File: src/rtl/sensor_poller_pkg.sv
// Shared constants for the accelerometer poller: register map, configuration
// table, FSM encodings and table lookups.
package sensor_poller_pkg;

    localparam int CFG_LEN = 3;
    localparam int RD_LEN  = 6;

    localparam logic [5:0] REG_BW_RATE     = 6'h2C;
    localparam logic [5:0] REG_DATA_FORMAT = 6'h31;
    localparam logic [5:0] REG_POWER_CTL   = 6'h2D;
    localparam logic [5:0] REG_DATAX0      = 6'h32;

    localparam logic [7:0] VAL_BW_RATE     = 8'h0A;
    localparam logic [7:0] VAL_DATA_FORMAT = 8'h0B;
    localparam logic [7:0] VAL_POWER_CTL   = 8'h08;

    typedef enum logic [2:0] {
        ST_WAIT_START,
        ST_CFG_ISSUE,
        ST_CFG_XFER,
        ST_IDLE,
        ST_RD_ISSUE,
        ST_RD_XFER,
        ST_PUBLISH,
        ST_ERROR
    } poll_state_t;

    typedef enum logic [1:0] {
        PH_IDLE,
        PH_ACK,
        PH_DONE,
        PH_DRAIN
    } phase_t;

    function automatic logic [5:0] cfg_addr(input logic [2:0] idx);
        case (idx)
            3'd0:    return REG_BW_RATE;
            3'd1:    return REG_DATA_FORMAT;
            default: return REG_POWER_CTL;
        endcase
    endfunction

    function automatic logic [7:0] cfg_data(input logic [2:0] idx);
        case (idx)
            3'd0:    return VAL_BW_RATE;
            3'd1:    return VAL_DATA_FORMAT;
            default: return VAL_POWER_CTL;
        endcase
    endfunction

endpackage

File: src/rtl/sensor_poller_handshake.sv
// One SPI byte transaction: request/ack/complete handshake against the master's
// busy flag, with busy synchroniser and per-phase timeout.
module spi_txn_handshake
    import sensor_poller_pkg::*;
#(
    parameter int TIMEOUT = 4096
) (
    input  logic       clk,
    input  logic       rst_n,
    input  logic       start,
    input  logic       rw,
    input  logic [5:0] address,
    input  logic [7:0] wdata,
    output logic       ready,
    output logic       done,
    output logic       timeout,
    output logic [7:0] rdata,
    output logic       spi_en,
    output logic       spi_rw,
    output logic [5:0] spi_address,
    output logic [7:0] spi_wdata,
    input  logic [7:0] spi_rdata,
    input  logic       spi_busy
);

    localparam int CNT_W = $clog2(TIMEOUT + 1);

    phase_t           phase, phase_nxt;
    logic [CNT_W-1:0] phase_cnt;
    logic             busy_meta, busy_sync;
    logic             at_limit;

    // busy toggles in the master's generated clock domain
    always_ff @(posedge clk) begin
        if (!rst_n) begin
            busy_meta <= 1'b0;
            busy_sync <= 1'b0;
        end else begin
            busy_meta <= spi_busy;
            busy_sync <= busy_meta;
        end
    end

    assign at_limit = (phase_cnt == CNT_W'(TIMEOUT - 1));
    assign ready    = (phase == PH_IDLE);
    assign rdata    = spi_rdata;

    always_comb begin
        phase_nxt = phase;
        done      = 1'b0;
        timeout   = 1'b0;
        case (phase)
            PH_IDLE: begin
                if (start) phase_nxt = PH_ACK;
            end
            PH_ACK: begin
                if (busy_sync) begin
                    phase_nxt = PH_DONE;
                end else if (at_limit) begin
                    timeout   = 1'b1;
                    phase_nxt = PH_DRAIN;
                end
            end
            PH_DONE: begin
                if (!busy_sync) begin
                    done      = 1'b1;
                    phase_nxt = PH_IDLE;
                end else if (at_limit) begin
                    timeout   = 1'b1;
                    phase_nxt = PH_DRAIN;
                end
            end
            PH_DRAIN: begin
                if (!busy_sync) phase_nxt = PH_IDLE;
            end
            default: phase_nxt = PH_IDLE;
        endcase
    end

    // spi_en is simply "next phase is ACK": rises on start, falls on ack or timeout
    always_ff @(posedge clk) begin
        if (!rst_n) begin
            phase       <= PH_IDLE;
            phase_cnt   <= '0;
            spi_en      <= 1'b0;
            spi_rw      <= 1'b0;
            spi_address <= '0;
            spi_wdata   <= '0;
        end else begin
            phase  <= phase_nxt;
            spi_en <= (phase_nxt == PH_ACK);
            if (phase_nxt != phase) begin
                phase_cnt <= '0;
            end else if (!at_limit) begin
                phase_cnt <= phase_cnt + CNT_W'(1);
            end
            if (start && phase == PH_IDLE) begin
                spi_rw      <= rw;
                spi_address <= address;
                spi_wdata   <= wdata;
            end
        end
    end

endmodule

File: src/rtl/sensor_poller.sv
// Accelerometer poller: writes the configuration table once, then reads the
// six axis bytes on every sample tick and publishes signed X/Y/Z samples.
module sensor_poller
    import sensor_poller_pkg::*;
#(
    parameter int SAMPLE_DIV     = 100000,
    parameter int STARTUP_CYCLES = 1000,
    parameter int TIMEOUT        = 4096
) (
    input  logic        clk,
    input  logic        rst_n,
    input  logic        run,
    output logic        spi_en,
    output logic        spi_rw,
    output logic [5:0]  spi_address,
    output logic [7:0]  spi_wdata,
    input  logic [7:0]  spi_rdata,
    input  logic        spi_busy,
    output logic [15:0] x,
    output logic [15:0] y,
    output logic [15:0] z,
    output logic        sample_valid,
    output logic        cfg_done,
    output logic        error,
    output logic [7:0]  overrun_cnt
);

    localparam int TMR_W = $clog2(SAMPLE_DIV);

    poll_state_t      state, state_nxt;
    logic [2:0]       idx;
    logic [31:0]      start_cnt;
    logic [TMR_W-1:0] tmr;
    logic             tick;
    logic [7:0]       rd_bytes [RD_LEN];

    logic             hs_start, hs_rw;
    logic [5:0]       hs_addr;
    logic [7:0]       hs_wdata, hs_rdata;
    logic             hs_ready, hs_done, hs_timeout;

    spi_txn_handshake #(.TIMEOUT(TIMEOUT)) u_handshake (
        .clk         (clk),
        .rst_n       (rst_n),
        .start       (hs_start),
        .rw          (hs_rw),
        .address     (hs_addr),
        .wdata       (hs_wdata),
        .ready       (hs_ready),
        .done        (hs_done),
        .timeout     (hs_timeout),
        .rdata       (hs_rdata),
        .spi_en      (spi_en),
        .spi_rw      (spi_rw),
        .spi_address (spi_address),
        .spi_wdata   (spi_wdata),
        .spi_rdata   (spi_rdata),
        .spi_busy    (spi_busy)
    );

    assign tick = cfg_done && (tmr == TMR_W'(SAMPLE_DIV - 1));

    always_comb begin
        state_nxt = state;
        hs_start  = 1'b0;
        hs_rw     = 1'b0;
        hs_addr   = '0;
        hs_wdata  = '0;
        case (state)
            ST_WAIT_START: begin
                if (start_cnt == 32'(STARTUP_CYCLES - 1)) state_nxt = ST_CFG_ISSUE;
            end
            ST_CFG_ISSUE: begin
                hs_start  = 1'b1;
                hs_addr   = cfg_addr(idx);
                hs_wdata  = cfg_data(idx);
                state_nxt = ST_CFG_XFER;
            end
            ST_CFG_XFER: begin
                if (hs_timeout)   state_nxt = ST_ERROR;
                else if (hs_done) state_nxt = (idx == 3'(CFG_LEN - 1)) ? ST_IDLE : ST_CFG_ISSUE;
            end
            ST_IDLE: begin
                if (tick && run) state_nxt = ST_RD_ISSUE;
            end
            ST_RD_ISSUE: begin
                hs_start  = 1'b1;
                hs_rw     = 1'b1;
                hs_addr   = REG_DATAX0 + {3'b000, idx};
                state_nxt = ST_RD_XFER;
            end
            ST_RD_XFER: begin
                if (hs_timeout)   state_nxt = ST_ERROR;
                else if (hs_done) state_nxt = (idx == 3'(RD_LEN - 1)) ? ST_PUBLISH : ST_RD_ISSUE;
            end
            ST_PUBLISH: state_nxt = ST_IDLE;
            ST_ERROR: begin
                if (hs_ready) state_nxt = ST_CFG_ISSUE;
            end
            default: state_nxt = ST_WAIT_START;
        endcase
    end

    always_ff @(posedge clk) begin
        if (!rst_n) begin
            state        <= ST_WAIT_START;
            idx          <= '0;
            start_cnt    <= '0;
            tmr          <= '0;
            cfg_done     <= 1'b0;
            error        <= 1'b0;
            overrun_cnt  <= '0;
            sample_valid <= 1'b0;
            x            <= '0;
            y            <= '0;
            z            <= '0;
        end else begin
            state        <= state_nxt;
            sample_valid <= (state == ST_PUBLISH);
            start_cnt    <= (state == ST_WAIT_START) ? start_cnt + 32'd1 : '0;

            if (state == ST_PUBLISH) begin
                x <= {rd_bytes[1], rd_bytes[0]};
                y <= {rd_bytes[3], rd_bytes[2]};
                z <= {rd_bytes[5], rd_bytes[4]};
            end

            if (hs_timeout) begin
                error    <= 1'b1;
                cfg_done <= 1'b0;
                idx      <= '0;
            end else if (hs_done && state == ST_CFG_XFER) begin
                if (idx == 3'(CFG_LEN - 1)) begin
                    idx      <= '0;
                    cfg_done <= 1'b1;
                end else begin
                    idx <= idx + 3'd1;
                end
            end else if (hs_done && state == ST_RD_XFER) begin
                idx <= (idx == 3'(RD_LEN - 1)) ? 3'd0 : idx + 3'd1;
            end

            // timer free-runs only while configured; a busy FSM drops the tick
            if (!cfg_done || tick) tmr <= '0;
            else                   tmr <= tmr + TMR_W'(1);

            if (tick && state != ST_IDLE && overrun_cnt != 8'hFF) begin
                overrun_cnt <= overrun_cnt + 8'd1;
            end
        end
    end

    always_ff @(posedge clk) begin
        if (state == ST_RD_XFER && hs_done) rd_bytes[idx] <= hs_rdata;
    end

endmodule

File: config.mk
export PLATFORM = sky130hd
export DESIGN_NAME = sensor_poller
export DESIGN_NICKNAME = d
export VERILOG_FILES = /design/src/rtl/sensor_poller_pkg.sv /design/src/rtl/sensor_poller_handshake.sv /design/src/rtl/sensor_poller.sv
export SDC_FILE = /design/constraint.sdc
export NUM_CORES = 1
export LEC_CHECK = 0
export CELL_PAD_IN_SITES_DETAIL_PLACEMENT = 1
export CELL_PAD_IN_SITES_GLOBAL_PLACEMENT = 1
export CORE_ASPECT_RATIO = 2
export CORE_MARGIN = 2
export CORE_UTILIZATION = 43
export CTS_CLUSTER_SIZE = 40
export DETAILED_ROUTE_END_ITERATION = 12
export PLACE_DENSITY = 0.79
export SLEW_MARGIN = 30
export SYNTH_ARGS = -nofsm -noshare
export SYNTH_HDL_FRONTEND = slang
export SYNTH_SLANG_ARGS = --single-unit
File: constraint.sdc
create_clock -name clk -period 3 [get_ports clk]
set_clock_uncertainty 0.05 [all_clocks]
set_input_delay 0.6 -clock clk [delete_from_list [all_inputs] [get_ports clk]]
set_output_delay 0.6 -clock clk [all_outputs]
set_load 0.01 [all_outputs]
* After elaboration in Yosys (flattened, before gate mapping) *
Memory sizes are Yosys's and may differ from the RTL's. A register that Yosys moved wholly into a read port is not among the register bits.
Index checks and enable logic that the tools add are counted.

operators by class
  bitwise operators = 1
  multiplexer cells = 34
  eq/ne operators = 25
  add/sub/neg operators = 6
  reductions and logical operators = 26

operator list
  kind                   count
  $mux 3                 11
  $add 32x1->32 const B  1
  $eq 32x10->1 const B   1
  $pmux 3 s8             1
  $add 17x1->17 const B  1
  $eq 17x17->1 const B   1
  $eq 3x3->1 const B     5
  $mux 2                 7
  $add 13x1->13 const B  1
  $eq 13x12->1 const B   1
  $pmux 6 s2             1
  $pmux 5 s2             1
  $eq 3x2->1 const B     3
  $mux 1                 9
  $add 8x1->8 const B    1
  $ne 8x8->1 const B     1
  $pmux 2 s4             1
  $reduce_or 2->1        4
  $logic_and 1x1->1      7
  $logic_not 1->1        7
  $add 5x4->6 const A    1
  $eq 3x1->1 const B     2
  $logic_not 3->1        2
  $ne 2x2->1 const B     3
  other kinds (15)       19

word-level totals
  register bits after elaboration = 99
  output and inout port bits = 75
  input port bits = 12
  memories kept = 1
  memory bits (writable) = 48

memory list
  name      depth  width  rd ports  clocked after memory_dff  write ports  RTL line             RTL
  rd_bytes  6      8      6         6                         1            sensor_poller.sv:35  logic [7:0] rd_bytes [RD_LEN];

* Longest topological paths before layout *
  depth after elaboration = 7
  depth in mapped cells = 8
  depth with buffers taken out = 7

* Modules after synthesis *
A second synthesis with hierarchy kept.

second synthesis, totals
  cells, all modules = 836
  area total of the unflattened synthesis = 8195.4 µm²

by module, submodules not included
  module             times used  cells an instance  area each (µm²)
  sensor_poller      1           646                6443.7
  spi_txn_handshake  1           190                1751.7

* Worst setup path before layout *
No wires, ideal clock.

  path type = reg2reg
  start = reg idx[1]
  end = mem rd_bytes[1][0] (enable)
  clock period less this slack = 2200 ps
  cell stages (with the launch flop) = 6
  data arrival time = 1756 ps
  buffers on the path = 1
  slack = 800 ps
  cells stage by stage = dfxtp_1 clkbuf_1 inv_1 ha_1 inv_1 nor4_1

RTL lines
  what                      RTL line              RTL
  start: declaration        sensor_poller.sv:31   logic [2:0] idx;
  start signal: assignment  sensor_poller.sv:137  idx <= idx + 3'd1;
  start signal: assignment  sensor_poller.sv:140  idx <= (idx == 3'(RD_LEN - 1)) ? 3'd0 : idx + 3'd1;
  end: declaration          sensor_poller.sv:35

No word-level cell before the write port.

* Final worst setup path *
  start = reg u_handshake.phase[0]
  end = reg u_handshake.phase_cnt[3]

between the ends
  word-level cells in the longest chain between the ends = 5

ends and longest elaborated chain
  what                              RTL line                                                      RTL
  start: declaration                sensor_poller_handshake.sv:28                                 phase_t phase, phase_nxt;
  start signal: assignment          sensor_poller_handshake.sv:90                                 phase <= phase_nxt;
  $mux 2                            sensor_poller_handshake.sv:59, sensor_poller_handshake.sv:68
  $mux 2, on equally long branches  sensor_poller_handshake.sv:65, sensor_poller_handshake.sv:57
  $pmux 2 s4                        sensor_poller_handshake.sv:52                                 case (phase)
  $ne 2x2->1 (*)                    sensor_poller_handshake.sv:92                                 if (phase_nxt != phase) begin
  $reduce_or 2->1 (no line) (*)     n/a
  end signal: assignment            sensor_poller_handshake.sv:95                                 phase_cnt <= phase_cnt + CNT_W'(1);
  end: declaration                  sensor_poller_handshake.sv:29                                 logic [CNT_W-1:0] phase_cnt;

Mark *: on every way between the ends. The rest lies on a longest branch, timed or not.
A chain may end at the register's enable or synchronous reset.

==> results by group <==
Critical path
  – Arrival time at the worst endpoint: 2.64 ns
  – Maximum net fanout on the critical path: 9
  – Data required time of the critical path: 3.29 ns
  – Crit end category: flop
  – Crit path largest cell delay: 0.48 ns
  – Critical path startpoint category: flop
  – Worst path slowest cell: sky130_fd_sc_hd__dfxtp_1
  – Count of cells along the worst register-to-register path: 7
  – Setup slack on the worst flop-to-flop path: 0.66 ns
  – Crit path kind: reg -> reg
  – Cell chain of the critical path: inv_1 > ha_1 > a21oi_1 > a2bb2oi_1 > o311ai_2 > buf_4 > nor3_1

CTS
  – Number of buffers added by the clock tree synthesis step: 17
  – CTS tree: done
  – Clock latency reported for the late side of the worst-skew pair: 0.44 ns
  – Clock transition at the registers of the reported paths: 0.07 ns
  – Count of hold-fix buffers inserted at cts: 0
  – Post-cts sizing count: 0
  – Root buffer cell: sky130_fd_sc_hd__clkbuf_16
  – Setup Fix Bufs, Post-CTS: 0
  – CTS Sinks: 190
  – Htree depth: 4
  – CTS Buffer Depth: 2

Layout
  – Total number of nets in the final design: 892
  – Area growth from synthesis to layout: 21.4%
  – Diodes inserted: 0
  – Proportion of layout cells with a drive suffix above 1: 6.14%

Route
  – TritonRoute pass-1 iters: 4
  – DR DRC count: 0
  – Antenna-violating nets left: 0
  – Top metal layer carrying routed signals: met4
  – Detail Route met3 WL: 509 um
  – Total length of routed wires: 18900 um
  – Post-detailed-route via-to-cell ratio: 5.44
  – M1 wire length: 6710 um
  – Wirelength per Cell: 17.4 um
  – Count of routing violations after the opening detailed-route iteration: 140
  – Met2 routed WL: 11100 um
  – Total number of vias: 5926

Logic synthesis
  – Dominant combinational cell family by area after synthesis: simple AND/OR/NAND/NOR gates
  – Sequential area share after synthesis: 56.8%
  – Distinct cell type count of the synthesized netlist: 54
  – Average cell area after synthesis: 9.59 sq um
  – Synthesized-area fraction occupied by ao, oa, aoi and oai cells: 8.98%
  – Post-synthesis share of cell area spent on full adders, half adders and majority gates: 2.15%
  – Number of synthesized flops with an enable pin: 48
  – Most instantiated cells after synthesis: sky130_fd_sc_hd__dfxtp_1, sky130_fd_sc_hd__nand2_1, sky130_fd_sc_hd__a21oi_1, sky130_fd_sc_hd__nor2_1, sky130_fd_sc_hd__edfxtp_1
  – Post-synthesis cell type with the largest combined area: sky130_fd_sc_hd__dfxtp_1
  – Largest cells by area after synthesis: sky130_fd_sc_hd__dfxtp_1, sky130_fd_sc_hd__edfxtp_1, sky130_fd_sc_hd__nand2_1, sky130_fd_sc_hd__a21oi_1, sky130_fd_sc_hd__nor2_1
  – Netlist area before placement: 7550 sq um
  – Mux share of post-synthesis cell area: 0.530%
  – Most instantiated flip-flop cell in the synthesis netlist: sky130_fd_sc_hd__dfxtp_1
  – Synthesized instance count: 787
  – Dominant cell by count in the synthesized netlist: sky130_fd_sc_hd__dfxtp_1
  – Proportion of register bits with asynchronous set or reset after synthesis: 0%
  – Synth Area in XOR/XNOR: 6.27%
  – Total number of yosys warnings: 0
  – Simple-Gate Fraction of Synth Area: 22.2%
  – Area share of the largest cell type after synthesis: 37.7%
  – Total of flip-flops plus latches after synthesis: 190

Timing
  – Minimum clock period: 2.34 ns
  – Final number of max-transition violations: 0
  – Worst Tran Pin Value: 0.767 ns
  – Post-route worst setup slack: 0.657 ns
  – Total count of hold-check failures in the final report: 0
  – F_max: 427 MHz
  – RSZ-0062 raised after global routing: no
  – Worst slew margin relative to its limit: 48.8%
  – Total setup violations reported at the end of the flow: 0
  – Final cycle utilization of the critical path: 78.1%
  – Sum of negative setup slack: 0 ns

Global routing
  – Total routing usage reported by global routing: 20.8%
  – Wire length of the first global-routing pass: 31000 um
  – Largest net degree at the start of global routing: 51
  – Leftover overflow at the end of global routing: 0
  – Vias in the first global route: 6291
  – Initial antenna violation count: 0

Place
  – Final weighted congestion of routability-driven global placement: 0.802
  – Placement-stage worst setup slack: 0.568 ns
  – Placed wire-length estimate after detailed placement: 13900 um
  – IO buf count: 81

Pwr
  – Peak supply drop: 0.365 mV
  – Leakage power total: 3.06 nW
  – Cell area power density: 615 nW/um^2

Run status
  – Run status: complete, no violations

Floorplan
  – Area of the core: 17300 sq um
  – Total number of placement rows: 68
  – Starting density of the core: 43.7%
  – DIE AREA: 18700 sq um
  – Die X: 97.7 um
  – Y dimension of the die: 191 um
  – Boundary pin count: 87

Min path
  – Worst min-delay path class: reg -> reg
  – Worst hold stages: 1

Flow run
  – Max-Cap Viols: 0
## sequential cells by signal, summed over array words and instances, names as in the netlist, 2 cells and up
signal and cells:
z 16, u_handshake.phase 2, state 3, overrun_cnt 8, tmr 17, idx 3
u_handshake.phase_cnt 13, x 16, y 16, u_handshake.spi_wdata 3, u_handshake.spi_address 6, start_cnt 32
rd_bytes 48
## layout make-up
class | count | area, sq um
tap | 210 | 263
sequential | 190 | 4280
multi-input combinational | 545 | 3060
fill | 1959 | 8110
timing repair buffer | 94 | 921
clock buffer | 18 | 439
clock inverter | 13 | 123
inverter | 19 | 71.3
## worst max-delay path, delay by kind of cell (launching register included)
| family | cells | cell delay [ns] |
|---|---|---|
| AOI/OAI and AO/OA | 3 | 0.82 |
| adders and majority gates | 1 | 0.28 |
| buffers and inverters | 2 | 0.42 |
| DFF | 1 | 0.48 |
| and+or+nand+nor | 1 | 0.20 |
## final timing paths
check | startpoint | endpoint
hold / removal | u_handshake.busy_meta | u_handshake.busy_sync
setup / recovery | u_handshake.phase[0] | u_handshake.phase_cnt[3]
setup reg to reg | u_handshake.phase[0] | u_handshake.phase_cnt[3]
hold reg to reg | u_handshake.busy_meta | u_handshake.busy_sync
## report_power, final
| group | total (mW) | switching [mW] | leakage (nW) | internal (mW) |
|---|---|---|---|---|
| Sequential | 2.81 | 0.0929 | 1.58 | 2.71 |
| Clock | 2.16 | 1.05 | 0.277 | 1.12 |
| Combinational | 0.667 | 0.398 | 1.21 | 0.269 |
| Total | 5.64 | 1.54 | 3.06 | 4.10 |
## cells by family after synthesis
logic type	count (synthesis)
flip-flops	190
AND/OR/NAND/NOR	349
XOR/XNOR	54
AO/OA/AOI/OAI	120
buffers and inverters	56
multiplexers	4
adder cells (fa/ha/maj)	13
other	1
## per-layer routing
| layer | GRT usage, % | up-vias |
|---|---|---|
| li1 | - | 2883 |
| met1 | 20.1 | 2899 |
| met2 | 41.9 | 109 |
| met3 | 3.55 | 35 |
| met4 | 9.51 | 0 |
| met5 | 0 | - |
## cell usage in the layout, fill, tap and decap left out, drive strengths merged, types with 3 or more instances in the layout
master           n
and2            10
a21oi           77
or3              4
nor4            12
clkdlybuf4s50   81
ha              13
nor2            77
xnor2           22
buf             13
inv             28
or4              4
nand3           26
clkbuf          18
xor2            32
a21o             3
nand3b           3
conb             5
o21ai           17
nand2b           3
dfxtp          142
edfxtp          48
mux2i            4
and4             4
and3            18
nor3            24
nand2          129
o31ai            4
clkinv           3
nand4           26
## metrics by stage
step	utilization [%]	hold slack [ns]	area [sq um]	power, mW	std cells
5_1_grt	53.1	0.416	9170	5.88	1089
6_report	53.1	0.401	9170	5.64	1089
3_3_place_gp	49.8	0.369	8600	3.48	1058
2_1_floorplan	-	0.362	7560	3.25	791
3_5_place_dp	49.8	0.387	8600	3.53	1058
4_1_cts	53.1	0.407	9170	5.71	1089
Note: power is estimated with default switching activity, not from simulation.
